==> src/rtl/inst_fetch_port_pkg.sv <==
// Shared types and constants for the instruction fetch port.
// Bus widths, exception indices, FSM state encoding and the NOP word
// delivered with exception-only fetches.
package inst_fetch_port_pkg;

   localparam int ADDR_W = 32;
   localparam int DATA_W = 32;
   localparam int EXC_W  = 3;

   // Instruction-side exception bit positions
   localparam int Exc_I_AdE  = 0;
   localparam int Exc_I_TLBR = 1;
   localparam int Exc_I_TLBI = 2;

   typedef logic [ADDR_W-1:0] addr_bus_t;
   typedef logic [DATA_W-1:0] data_bus_t;
   typedef logic [EXC_W-1:0]  exc_bus_t;

   localparam data_bus_t NOP_INST = 32'h0000_0000;

   typedef enum logic [2:0] {
      IF_IDLE      = 3'd0,
      IF_REQ       = 3'd1,
      IF_WAIT      = 3'd2,
      IF_KILL_REQ  = 3'd3,
      IF_KILL_WAIT = 3'd4,
      IF_HOLD      = 3'd5
   } if_state_e;

   // True when any instruction-side exception is flagged for the fetch
   function automatic logic exc_any(input exc_bus_t excp);
      return |excp;
   endfunction

endpackage

==> src/rtl/inst_fetch_port_if.sv <==
// Instruction bus: single-outstanding request/ack, then rvalid/rdata.
// The fetch port is the master; the memory side is the slave.
interface inst_fetch_port_if;
   import inst_fetch_port_pkg::*;

   logic      req;
   addr_bus_t addr;
   logic      ack;
   logic      rvalid;
   data_bus_t rdata;

   modport master (output req, output addr, input ack, input rvalid, input rdata);
   modport slave  (input req, input addr, output ack, output rvalid, output rdata);

endinterface

==> src/rtl/inst_fetch_port_if_hold_buf.sv <==
// One-entry buffer that parks a fetched instruction while decode is
// stalled. Only compiled when IF_HOLD_BUF_EN is defined.
`ifdef IF_HOLD_BUF_EN
module if_hold_buf
   import inst_fetch_port_pkg::*;
(
   input  logic      clk,
   input  logic      rst,
   input  logic      load,
   input  logic      clear,
   input  data_bus_t wr_data,
   input  addr_bus_t wr_pc,
   input  exc_bus_t  wr_excp,
   output data_bus_t rd_data,
   output addr_bus_t rd_pc,
   output exc_bus_t  rd_excp,
   output logic      full
);

   // Capture the entry on load; clear only drops the full flag
   always_ff @(posedge clk or negedge rst) begin
      if (!rst) begin
         rd_data <= {DATA_W{1'b0}};
         rd_pc   <= {ADDR_W{1'b0}};
         rd_excp <= {EXC_W{1'b0}};
         full    <= 1'b0;
      end else if (clear) begin
         full    <= 1'b0;
      end else if (load) begin
         rd_data <= wr_data;
         rd_pc   <= wr_pc;
         rd_excp <= wr_excp;
         full    <= 1'b1;
      end
   end

endmodule
`endif

==> src/rtl/inst_fetch_port.sv <==
// Fetch-side responder between the PC stage and decode.
// Issues one outstanding instruction-bus read at a time, delivers the
// instruction with its PC and exceptions, stalls the PC until the
// fetch completes and discards responses killed by a flush.
// Optional feature macro: IF_HOLD_BUF_EN (one-entry buffer for data
// returning while decode is stalled).
module inst_fetch_port
   import inst_fetch_port_pkg::*;
(
   input  logic                     clk,
   input  logic                     rst,
   input  addr_bus_t                pc,
   input  logic                     i_en,
   input  exc_bus_t                 excp_in,
   input  logic                     flush,
   input  logic                     stall_in,
   inst_fetch_port_if.master        ibus,
   output logic                     if_stall,
   output data_bus_t                inst,
   output addr_bus_t                inst_pc,
   output exc_bus_t                 inst_excp,
   output logic                     inst_valid
);

   if_state_e state_r;
   if_state_e state_nxt_s;
   addr_bus_t addr_q_r;

   logic      fetch_ok_s;
   logic      req_s;
   addr_bus_t req_addr_s;
   logic      latch_addr_s;
   logic      deliver_s;
   logic      out_load_s;
   data_bus_t out_inst_s;
   addr_bus_t out_pc_s;
   exc_bus_t  out_excp_s;

`ifdef IF_HOLD_BUF_EN
   logic      hbuf_load_s;
   logic      hbuf_clear_s;
   data_bus_t hbuf_data_s;
   addr_bus_t hbuf_pc_s;
   exc_bus_t  hbuf_excp_s;
   logic      hbuf_full_s;

   if_hold_buf u_hold_buf (
      .clk     (clk),
      .rst     (rst),
      .load    (hbuf_load_s),
      .clear   (hbuf_clear_s),
      .wr_data (ibus.rdata),
      .wr_pc   (addr_q_r),
      .wr_excp ({EXC_W{1'b0}}),
      .rd_data (hbuf_data_s),
      .rd_pc   (hbuf_pc_s),
      .rd_excp (hbuf_excp_s),
      .full    (hbuf_full_s)
   );
`endif

   assign fetch_ok_s = i_en & ~flush & ~stall_in;

   // Next-state, bus request and delivery decode
   always_comb begin
      state_nxt_s  = state_r;
      req_s        = 1'b0;
      req_addr_s   = addr_q_r;
      latch_addr_s = 1'b0;
      deliver_s    = 1'b0;
      out_load_s   = 1'b0;
      out_inst_s   = NOP_INST;
      out_pc_s     = pc;
      out_excp_s   = {EXC_W{1'b0}};
`ifdef IF_HOLD_BUF_EN
      hbuf_load_s  = 1'b0;
      hbuf_clear_s = 1'b0;
`endif
      case (state_r)
         IF_IDLE: begin
            if (fetch_ok_s) begin
               if (exc_any(excp_in)) begin
                  // Faulting fetch never touches the bus
                  deliver_s   = 1'b1;
                  out_load_s  = 1'b1;
                  out_excp_s  = excp_in;
                  state_nxt_s = IF_IDLE;
               end else begin
                  req_s        = 1'b1;
                  req_addr_s   = pc;
                  latch_addr_s = 1'b1;
                  if (ibus.ack) begin
                     state_nxt_s = IF_WAIT;
                  end else begin
                     state_nxt_s = IF_REQ;
                  end
               end
            end else begin
               state_nxt_s = IF_IDLE;
            end
         end
         IF_REQ: begin
            // Request stays up until accepted, even across a flush
            req_s = 1'b1;
            if (ibus.ack) begin
               state_nxt_s = flush ? IF_KILL_WAIT : IF_WAIT;
            end else if (flush) begin
               state_nxt_s = IF_KILL_REQ;
            end else begin
               state_nxt_s = IF_REQ;
            end
         end
         IF_WAIT: begin
            if (ibus.rvalid) begin
               state_nxt_s = IF_IDLE;
               if (flush) begin
                  state_nxt_s = IF_IDLE;
               end else if (!stall_in) begin
                  deliver_s  = 1'b1;
                  out_load_s = 1'b1;
                  out_inst_s = ibus.rdata;
                  out_pc_s   = addr_q_r;
               end else begin
`ifdef IF_HOLD_BUF_EN
                  // Park the word so the PC can move on
                  hbuf_load_s = 1'b1;
                  deliver_s   = 1'b1;
                  state_nxt_s = IF_HOLD;
`else
                  // Data dropped; same pc is fetched again after the stall
                  state_nxt_s = IF_IDLE;
`endif
               end
            end else if (flush) begin
               state_nxt_s = IF_KILL_WAIT;
            end else begin
               state_nxt_s = IF_WAIT;
            end
         end
         IF_KILL_REQ: begin
            req_s = 1'b1;
            if (ibus.ack) begin
               state_nxt_s = IF_KILL_WAIT;
            end else begin
               state_nxt_s = IF_KILL_REQ;
            end
         end
         IF_KILL_WAIT: begin
            if (ibus.rvalid) begin
               state_nxt_s = IF_IDLE;
            end else begin
               state_nxt_s = IF_KILL_WAIT;
            end
         end
`ifdef IF_HOLD_BUF_EN
         IF_HOLD: begin
            if (flush) begin
               hbuf_clear_s = 1'b1;
               state_nxt_s  = IF_IDLE;
            end else if (!stall_in) begin
               out_load_s   = hbuf_full_s;
               out_inst_s   = hbuf_data_s;
               out_pc_s     = hbuf_pc_s;
               out_excp_s   = hbuf_excp_s;
               hbuf_clear_s = 1'b1;
               state_nxt_s  = IF_IDLE;
            end else begin
               state_nxt_s = IF_HOLD;
            end
         end
`endif
         default: begin
            state_nxt_s = IF_IDLE;
         end
      endcase
   end

   assign ibus.req  = req_s & rst;
   assign ibus.addr = req_addr_s;
   assign if_stall  = i_en & ~flush & ~deliver_s;

   // FSM state register
   always_ff @(posedge clk or negedge rst) begin
      if (!rst) begin
         state_r <= IF_IDLE;
      end else begin
         state_r <= state_nxt_s;
      end
   end

   // Address of the outstanding request
   always_ff @(posedge clk or negedge rst) begin
      if (!rst) begin
         addr_q_r <= {ADDR_W{1'b0}};
      end else if (latch_addr_s) begin
         addr_q_r <= pc;
      end
   end

   // Decode-side outputs: load on delivery, hold while decode stalls
   always_ff @(posedge clk or negedge rst) begin
      if (!rst) begin
         inst       <= {DATA_W{1'b0}};
         inst_pc    <= {ADDR_W{1'b0}};
         inst_excp  <= {EXC_W{1'b0}};
         inst_valid <= 1'b0;
      end else if (out_load_s) begin
         inst       <= out_inst_s;
         inst_pc    <= out_pc_s;
         inst_excp  <= out_excp_s;
         inst_valid <= 1'b1;
      end else if (flush || !stall_in) begin
         inst_valid <= 1'b0;
      end
   end

endmodule

==> src/flat_wrapper.sv <==
// flat-port wrapper written by rule: the top's interface ports become plain ports
module inst_fetch_port_flat import inst_fetch_port_pkg::*;
  (clk, rst, pc, i_en, excp_in, flush, stall_in, if_stall, inst, inst_pc, inst_excp, inst_valid, ibus_req, ibus_addr, ibus_ack, ibus_rvalid, ibus_rdata);
  inst_fetch_port_if ibus_i ();
  input  logic clk;
  input  logic rst;
  input  addr_bus_t pc;
  input  logic i_en;
  input  exc_bus_t excp_in;
  input  logic flush;
  input  logic stall_in;
  output logic if_stall;
  output data_bus_t inst;
  output addr_bus_t inst_pc;
  output exc_bus_t inst_excp;
  output logic inst_valid;
  output wire logic [$bits(ibus_i.req)-1:0] ibus_req;
  output wire logic [$bits(ibus_i.addr)-1:0] ibus_addr;
  input wire logic [$bits(ibus_i.ack)-1:0] ibus_ack;
  input wire logic [$bits(ibus_i.rvalid)-1:0] ibus_rvalid;
  input wire logic [$bits(ibus_i.rdata)-1:0] ibus_rdata;
  assign ibus_req = ibus_i.req;
  assign ibus_addr = ibus_i.addr;
  assign ibus_i.ack = ibus_ack;
  assign ibus_i.rvalid = ibus_rvalid;
  assign ibus_i.rdata = ibus_rdata;
  inst_fetch_port u_core (.clk(clk), .rst(rst), .pc(pc), .i_en(i_en), .excp_in(excp_in), .flush(flush), .stall_in(stall_in), .ibus(ibus_i), .if_stall(if_stall), .inst(inst), .inst_pc(inst_pc), .inst_excp(inst_excp), .inst_valid(inst_valid));
endmodule
==> config.mk <==
export PLATFORM = sky130hd
export DESIGN_NAME = inst_fetch_port_flat
export DESIGN_NICKNAME = d
export VERILOG_FILES = /design/src/rtl/inst_fetch_port_pkg.sv /design/src/rtl/inst_fetch_port_if.sv /design/src/rtl/inst_fetch_port_if_hold_buf.sv /design/src/rtl/inst_fetch_port.sv /design/src/flat_wrapper.sv
export SDC_FILE = /design/constraint.sdc
export NUM_CORES = 1
export LEC_CHECK = 0
export ABC_AREA = 1
export CAP_MARGIN = 40
export CORE_ASPECT_RATIO = 2
export CORE_MARGIN = 2
export CORE_UTILIZATION = 48
export DETAILED_ROUTE_END_ITERATION = 12
export PLACE_DENSITY = 0.87
export SLEW_MARGIN = 20
export SYNTH_ARGS = -nofsm -noshare
export SYNTH_HDL_FRONTEND = slang
export SYNTH_HIERARCHICAL = 1
export SYNTH_SLANG_ARGS = --single-unit
==> constraint.sdc <==
create_clock -name clk -period 2.3 [get_ports clk]
set_input_delay 0.345 -clock clk [delete_from_list [all_inputs] [get_ports clk]]
set_output_delay 0.345 -clock clk [all_outputs]
set_load 0.03 [all_outputs]
* Word level (Yosys, flattened, before mapping)
Index checks and enable logic that the tools add are counted.
Widths: inputs -> output; s select.
** Word-level totals
- Register bits after elaboration :: 103
- Latch bits :: 0
- Memory bits (writable) :: 0
- Bits in read-only memories :: 0
- Logic and storage cells :: 59
- Memories kept :: 0
** Operators by class
- Add/subtract/negate cells :: 0
- $mul :: 0
- Divide/modulo/power cells :: 0
- Order comparisons :: 0
- Eq/ne operators :: 4
- Shifts and indexed selects :: 0
- Mux-type cells :: 36
- Bitwise operators :: 7
- Reductions and logical operators :: 6
** Operator list (count)
- $mux 32 :: 11
- $mux 3 :: 10
- $pmux 3 s5 :: 1
- $mux 1 :: 10
- $eq 3x2->1 const B :: 2
- $and 1x1->1 :: 4
- $mux 2 :: 2
- $pmux 1 s2 :: 2
- $eq 3x1->1 const B :: 1
- $eq 3x3->1 const B :: 1
- $logic_not 3->1 :: 1
- $not 1->1 :: 3
- $reduce_or 3->1 :: 1
- $reduce_bool 2->1 :: 1
- $reduce_or 2->1 :: 1
- $logic_not 1->1 :: 1
- $logic_or 1x1->1 :: 1

* Longest topological paths before layout
Gate-level depths: netlist of the first run.
- Depth in word-level cells :: 7
- Depth in mapped cells :: 10
- Depth with buffers taken out :: 8

* Worst setup path before layout of the first run
Ideal clock, no wire load.
- Path kind :: in2out
- From :: input port excp_in[0]
- To :: output port if_stall
- Data arrival time :: 1.405 ns
- Required time :: 1.955 ns
- Path slack :: 0.550 ns
- Stages :: 6
- Buffers on the path :: 1
- Path through :: nor2_1 -> nand2_1 -> nand3_2 -> nand2_1 -> buf_2 -> nor2_1
** On the way
- Cells in the longest elaborated chain, start to end :: 6
** RTL lines
- start, declared :: line flat_wrapper.sv:9 : input exc_bus_t excp_in;
- $reduce_or 3->1 :: line inst_fetch_port_pkg.sv:32 : return |excp;
- $mux 1 :: line inst_fetch_port.sv:82 : if (exc_any(excp_in)) begin
- $mux 1 :: line inst_fetch_port.sv:81 : if (fetch_ok_s) begin
- $pmux 1 s2 :: line inst_fetch_port.sv:79 : case (state_r)
- $not 1->1 :: line inst_fetch_port.sv:180 : assign if_stall = i_en & ~flush & ~deliver_s;
- $and 1x1->1 :: line inst_fetch_port.sv:180
- end, declared :: line flat_wrapper.sv:12 : output logic if_stall;
No other way between the ends.

* Worst setup path in the final report of the first run
- From :: input port flush
- To :: output port ibus_addr[29]
** On the way
- Cells in the longest elaborated chain, start to end :: 5
** RTL lines
- start, declared :: line flat_wrapper.sv:10 : input logic flush;
- $not 1->1 :: line inst_fetch_port.sv:62 : assign fetch_ok_s = i_en & ~flush & ~stall_in;
- $and 1x1->1 (2 in series) :: line inst_fetch_port.sv:62
- $mux 32 :: line inst_fetch_port.sv:81
- $mux 32 :: line inst_fetch_port.sv:79
- end, declared :: line flat_wrapper.sv:18 : output wire logic [$bits(ibus_i.addr)-1:0] ibus_addr;
No other way between the ends.

==> flow_metrics.env, run 1 <==
export IMPL_fin_skew_ps=6.99
export IMPL_grt_pass1_wl_um=22500
export IMPL_avgSynthCellArea_um2=7.80
export IMPL_ys_seq_area_share_pct=53.7
export IMPL_drc_errors=0
export IMPL_clk_pin_slew_ps=60
export IMPL_p_leak_nw=3.79
export IMPL_final_max_slew_viol_count=0
export IMPL_die_h_um=145
export IMPL_path_buf_inv=5
export IMPL_wire_per_inst_um=15.7
export IMPL_vias_per_cell=5.28
export IMPL_yosysUniqueCellTypes=17
export IMPL_clkSinkCount=103
export IMPL_numCtsBuffers=9
export IMPL_path_delay_family="buffers and inverters"
export IMPL_fin_crit_sh_pct=96.7
export IMPL_timing_reg2reg_worst_path_depth=8
export IMPL_ir_drop_mv=0.554
export IMPL_synth_seq_cells=103
export IMPL_end_kind="primary output"
export IMPL_r2r_slack_ps=770
export IMPL_vias=4825
export IMPL_setup_viol=0
export IMPL_hp_class="in2async"
export IMPL_cts_tree="built"
export IMPL_drt_wl_total_um=14400
export IMPL_final_common_cell="nand2_1"
export IMPL_htreeDepth=3
export IMPL_drt_iter0_drc=425
export IMPL_dp_hpwl_um=10000
export IMPL_num_fill_cells=765
export IMPL_ioPinCount=176
export IMPL_cp_slowest_cell="clkdlybuf4s50_1"
export IMPL_path_max_fanout=11
export IMPL_worst_setup_path_start_kind="primary input"
export IMPL_arrival_ps=1880
export IMPL_start_util_pct=49.2
export IMPL_status="finished, final reports clean"
export IMPL_area_delta_synth_final_pct=47.0
export IMPL_clockBufferDepth=2
export IMPL_crit_chain="clkdlybuf4s50_1, inv_2, nand2_2, nor2_4, nand2_2, nor2_4, buf_12, buf_12, nand2_1, nand2_1, buf_4"
export IMPL_core_area_um2=9760
export IMPL_finalCriticalPeriod_ps=2230
export IMPL_gr_usage_all_layers_pct=26.6
export IMPL_synth_nets=690
export IMPL_layout_common_cells="nand2_1, clkdlybuf4s50_1, nand3_1"
export IMPL_grt_max_degree=104
export IMPL_fp_row_count=51
export IMPL_synth_warnings=6
export IMPL_gp_congestion=0.876
export IMPL_r2r_end="u_core/inst_pc[9]"
export IMPL_ant_nets=0
export IMPL_final_util_pct=72.3
export IMPL_clkLatencyLatePin_ps=340
export IMPL_cts_root_buf="clkbuf_16"
export IMPL_grt_overflow=0
export IMPL_instances_no_fill=914
export IMPL_synth_area_um2=4800
export IMPL_path_class="in2out"
export IMPL_io_buffers=175
export IMPL_crit_required_ps=1960
export IMPL_dieArea_um2=10900
export IMPL_maxCapViolCount=0
export IMPL_fmaxAchievable_mhz=449
export IMPL_max_slew_margin_pct=64.6
export IMPL_dr_pass1_iters=5
export IMPL_num_nets_final=853
export IMPL_synth_cells=615
export IMPL_antenna_found_initial=1
export IMPL_p_per_area_nw_per_um2=798
export IMPL_hold_viol_final=0
export IMPL_fin_total_pwr_mw=5.63
export IMPL_dp_cells=895
export IMPL_grt_pass1_vias=4718
export IMPL_tightest_slew_ps=531
export IMPL_die_x_um=74.7
export IMPL_layout_drive_gt1_share_pct=9.99
export IMPL_cpPeakStageDelay_ps=440
export IMPL_regToRegStartpoint="u_core/state_r[2]"
[per-stage QoR]
step                hold WS (ps)  setup WS, ps  setup TNS [ps]  area [um^2]
finish                      93.5          74.8               0         7050
CTS                          108          80.3               0         6960
global route                 117         -11.9           -38.0         7050
floorplan                   49.4           550               0         4800
detailed placement           471          91.7               0         6620
global placement             464           156               0         6620
[layout make-up]
cell class | count | area [um^2] | area share, %
multi-input combinational | 462 | 1970 | 28.0
clock buffer | 10 | 229 | 3.25
timing repair buffer | 193 | 1950 | 27.7
inverter | 9 | 33.8 | 0.479
antenna | 1 | 2.50 | 0.0355
sequential | 103 | 2580 | 36.5
tap | 132 | 165 | 2.34
clock inverter | 4 | 120 | 1.70
[Yosys cell counts, drive strengths merged]
cell | count | area share [%]
nor2 | 13 | 1.4
nand3 | 138 | 14
dfrtp | 103 | 54
nand4 | 3 | 0.39
nand2 | 306 | 24
ha | 1 | 0.26
clkbuf | 6 | 0.47
buf | 35 | 4.5
o21ai | 1 | 0.10
inv | 9 | 0.70
[where the power goes]
group          switching (mW)  internal [mW]
logic                   0.986          0.650
registers               0.155           2.06
clock network           0.611           1.16
[how the worst max path moves through the flow]
stage,from,endpoint,slack [ps],cells past startpoint
finish,flush,ibus_addr[29],70,11
global route,flush,ibus_addr[25],-10,11
floorplan,excp_in[0],if_stall,550,6
CTS,flush,ibus_addr[8],80,10
global placement,flush,ibus_addr[4],160,10
detailed placement,flush,ibus_addr[8],90,10
[layer usage]
metal / vias to the layer above / wire, um / GRT usage (%) / part of all wire, %
met5: - / 0 / 0 / 0
met4: 0 / 646 / 14.3 / 4.5
met3: 50 / 780 / 4.57 / 5.4
met2: 232 / 7870 / 45.7 / 55
met1: 2252 / 5070 / 30.1 / 35
li1: 2291 / - / - / -
[kinds of logic after synthesis]
kind of cell	after synthesis	share of synthesized area, %
AO/OA/AOI/OAI	1	0.104
AND/OR/NAND/NOR	460	40.3
flip-flops	103	53.7
buffers and inverters	50	5.63
adder cells (fa/ha/maj)	1	0.261
[registers in the layout, indices dropped and copies added, names as in the netlist]
name / flops
u_core/addr_q_r: 32
u_core/inst: 32
u_core/inst_pc: 32
u_core/inst_excp: 3
u_core/state_r: 3
u_core/inst_valid: 1
[what timing repair did]
action                                  in CTS  in global routing
hold buffers                                 0                  0
setup buffers                                0                  1
endpoints found under the setup margin       0                  5
gates resized for setup                      0                  2
Note: power is estimated with default switching activity, not from simulation.
==> run 2: changes to the inputs <==
--- a/config.mk
+++ b/config.mk
@@ -8,7 +8,6 @@
 export ABC_AREA = 1
 export CAP_MARGIN = 40
 export CORE_ASPECT_RATIO = 2
-export CORE_MARGIN = 2
 export CORE_UTILIZATION = 48
 export DETAILED_ROUTE_END_ITERATION = 12
 export PLACE_DENSITY = 0.87
==> flow_metrics.env, run 2 (synthesis gave the netlist of run 1 again) <==
export IMPL_grtUsageMet2_pct=49.6
export IMPL_grt_busiest_layer="met2"
export IMPL_wire_per_inst_um=15.5
export IMPL_grt_util_met1_pct=29.5
export IMPL_dp_slack_ps=115
export IMPL_timing_final_ws_setup_ps=84.5
export IMPL_clockBufferDepth=2
export IMPL_ir_drop_mv=0.586
export IMPL_drt_wl_total_um=14200
export IMPL_die_x_um=72.7
export IMPL_fp_row_count=51
export IMPL_gr_usage_all_layers_pct=27.2
export IMPL_vias=4874
export IMPL_num_nets_final=855
export IMPL_crit_required_ps=1960
export IMPL_top_regs="u_core/addr_q_r: 32 flops, u_core/inst: 32 flops, u_core/inst_pc: 32 flops"
export IMPL_hp_class="in2reg"
export IMPL_area_delta_synth_final_pct=45.5
export IMPL_ioPinCount=176
export IMPL_grt_pass1_wl_um=21700
export IMPL_start_util_pct=49.5
export IMPL_grt_pass1_vias=4686
export IMPL_die_h_um=143
export IMPL_path_max_fanout=11
export IMPL_vias_per_cell=5.32
export IMPL_layout_common_cells="nand2_1, clkdlybuf4s50_1, nand3_1"
export IMPL_clkSinkCount=103
export IMPL_p_per_area_nw_per_um2=762
export IMPL_drt_iter0_drc=325
export IMPL_end_kind="primary output"
export IMPL_grt_util_met3_pct=5.05
export IMPL_clkLatencyLatePin_ps=340
export IMPL_numCtsBuffers=9
export IMPL_fin_skew_ps=9.15
export IMPL_path_class="in2out"
export IMPL_arrival_ps=1870
export IMPL_max_slew_margin_pct=61.8
export IMPL_cts_root_buf="clkbuf_16"
export IMPL_grt_max_degree=67
export IMPL_fmaxAchievable_mhz=451
export IMPL_layout_drive_gt1_share_pct=10.5
export IMPL_status="finished, final reports clean"
export IMPL_clk_pin_slew_ps=60
export IMPL_ant_nets=0
export IMPL_gp_congestion=0.918
export IMPL_worst_setup_path_start_kind="primary input"
export IMPL_cts_tree="built"
export IMPL_fin_crit_sh_pct=96.3
export IMPL_dr_pass1_iters=5
export IMPL_tightest_slew_ps=573
export IMPL_setup_viol=0
export IMPL_final_common_cell="nand2_1"
export IMPL_antenna_found_initial=0
export IMPL_p_leak_nw=3.76
export IMPL_htreeDepth=3
export IMPL_final_util_pct=72.0
export IMPL_io_buffers=175
export IMPL_hold_viol_final=0
export IMPL_dp_hpwl_um=9760
export IMPL_finalCriticalPeriod_ps=2220
export IMPL_drc_errors=0
export IMPL_core_area_um2=9700
export IMPL_num_antenna_cells=0
export IMPL_maxCapViolCount=0
export IMPL_final_max_slew_viol_count=0
export IMPL_grt_overflow=0
export IMPL_dieArea_um2=10400
export IMPL_fin_total_pwr_mw=5.33
run 2: changes by cell type in the layout (fill, tap and decap cells not counted), sizes merged:
cell,previous run,this run
buf,51,52
bufinv,4,1
clkdlybuf4s50,140,139
clkinv,0,1
clkinvlp,0,2
diode,1,0
dlygate4sd3,0,1
dlymetal6s2s,0,1
inv,9,10
run 2: final timing paths:
kind,depth (start not counted),to,start,slack [ps]
max in group asynchronous,3,u_core/state_r[2],rst,920
max reg2reg,8,u_core/inst_pc[25],u_core/state_r[2],780
max,10,ibus_addr[31],i_en,80
min reg2reg,2,u_core/addr_q_r[20],u_core/addr_q_r[20],490
min in group asynchronous,2,u_core/addr_q_r[8],rst,470
min,4,u_core/inst_valid,flush,400
run 2: stage by stage:
step           cell area (um^2)  setup TNS (ps)  instances  hold WS (ps)
6_report                   6990               0        916           402
5_1_grt                    6990           -27.3        916           438
4_1_cts                    6900               0        912           465
3_5_place_dp               6600               0        896           277
3_3_place_gp               6600               0        896           273
2_1_floorplan              4800               0        615          49.4
run 2: layout make-up:
type                            count  area (um^2)
Clock buffer                       10          229
Clock inverter                      5         58.8
Fill cell                         786         2710
Inverter                            9         33.8
Multi-Input combinational cell    462         1970
Sequential cell                   103         2580
Tap cell                          132          165
Timing Repair Buffer              195         1950
run 2: routing by layer:
metal  vias to the layer above  routed length [um]
li1                       2288                   -
met4                         0                 482
met3                        32                 765
met5                         -                   0
met1                      2336                5120
met2                       218                7850
run 2: power breakdown:
part	switching [mW]	internal, mW
registers	0.147	2.06
logic	0.990	0.650
clock network	0.636	0.840
run 2: critical path, cell delays in order:
cell             delay [ps]
clkdlybuf4s50_1         470
nand2_2                  80
nor2_4                  130
nand2_2                  90
nor2_4                  160
buf_12                  130
clkbuf_16               160
nand2_1                  70
nand2_1                  80
buf_4                   160
run 2: repair_timing:
item                                    4_1_cts  5_1_grt
endpoints found under the setup margin        0        3
hold buffers                                  1        0
resized for setup                             0        5
endpoints found under the hold margin        25        0
buffers inserted                              0        2
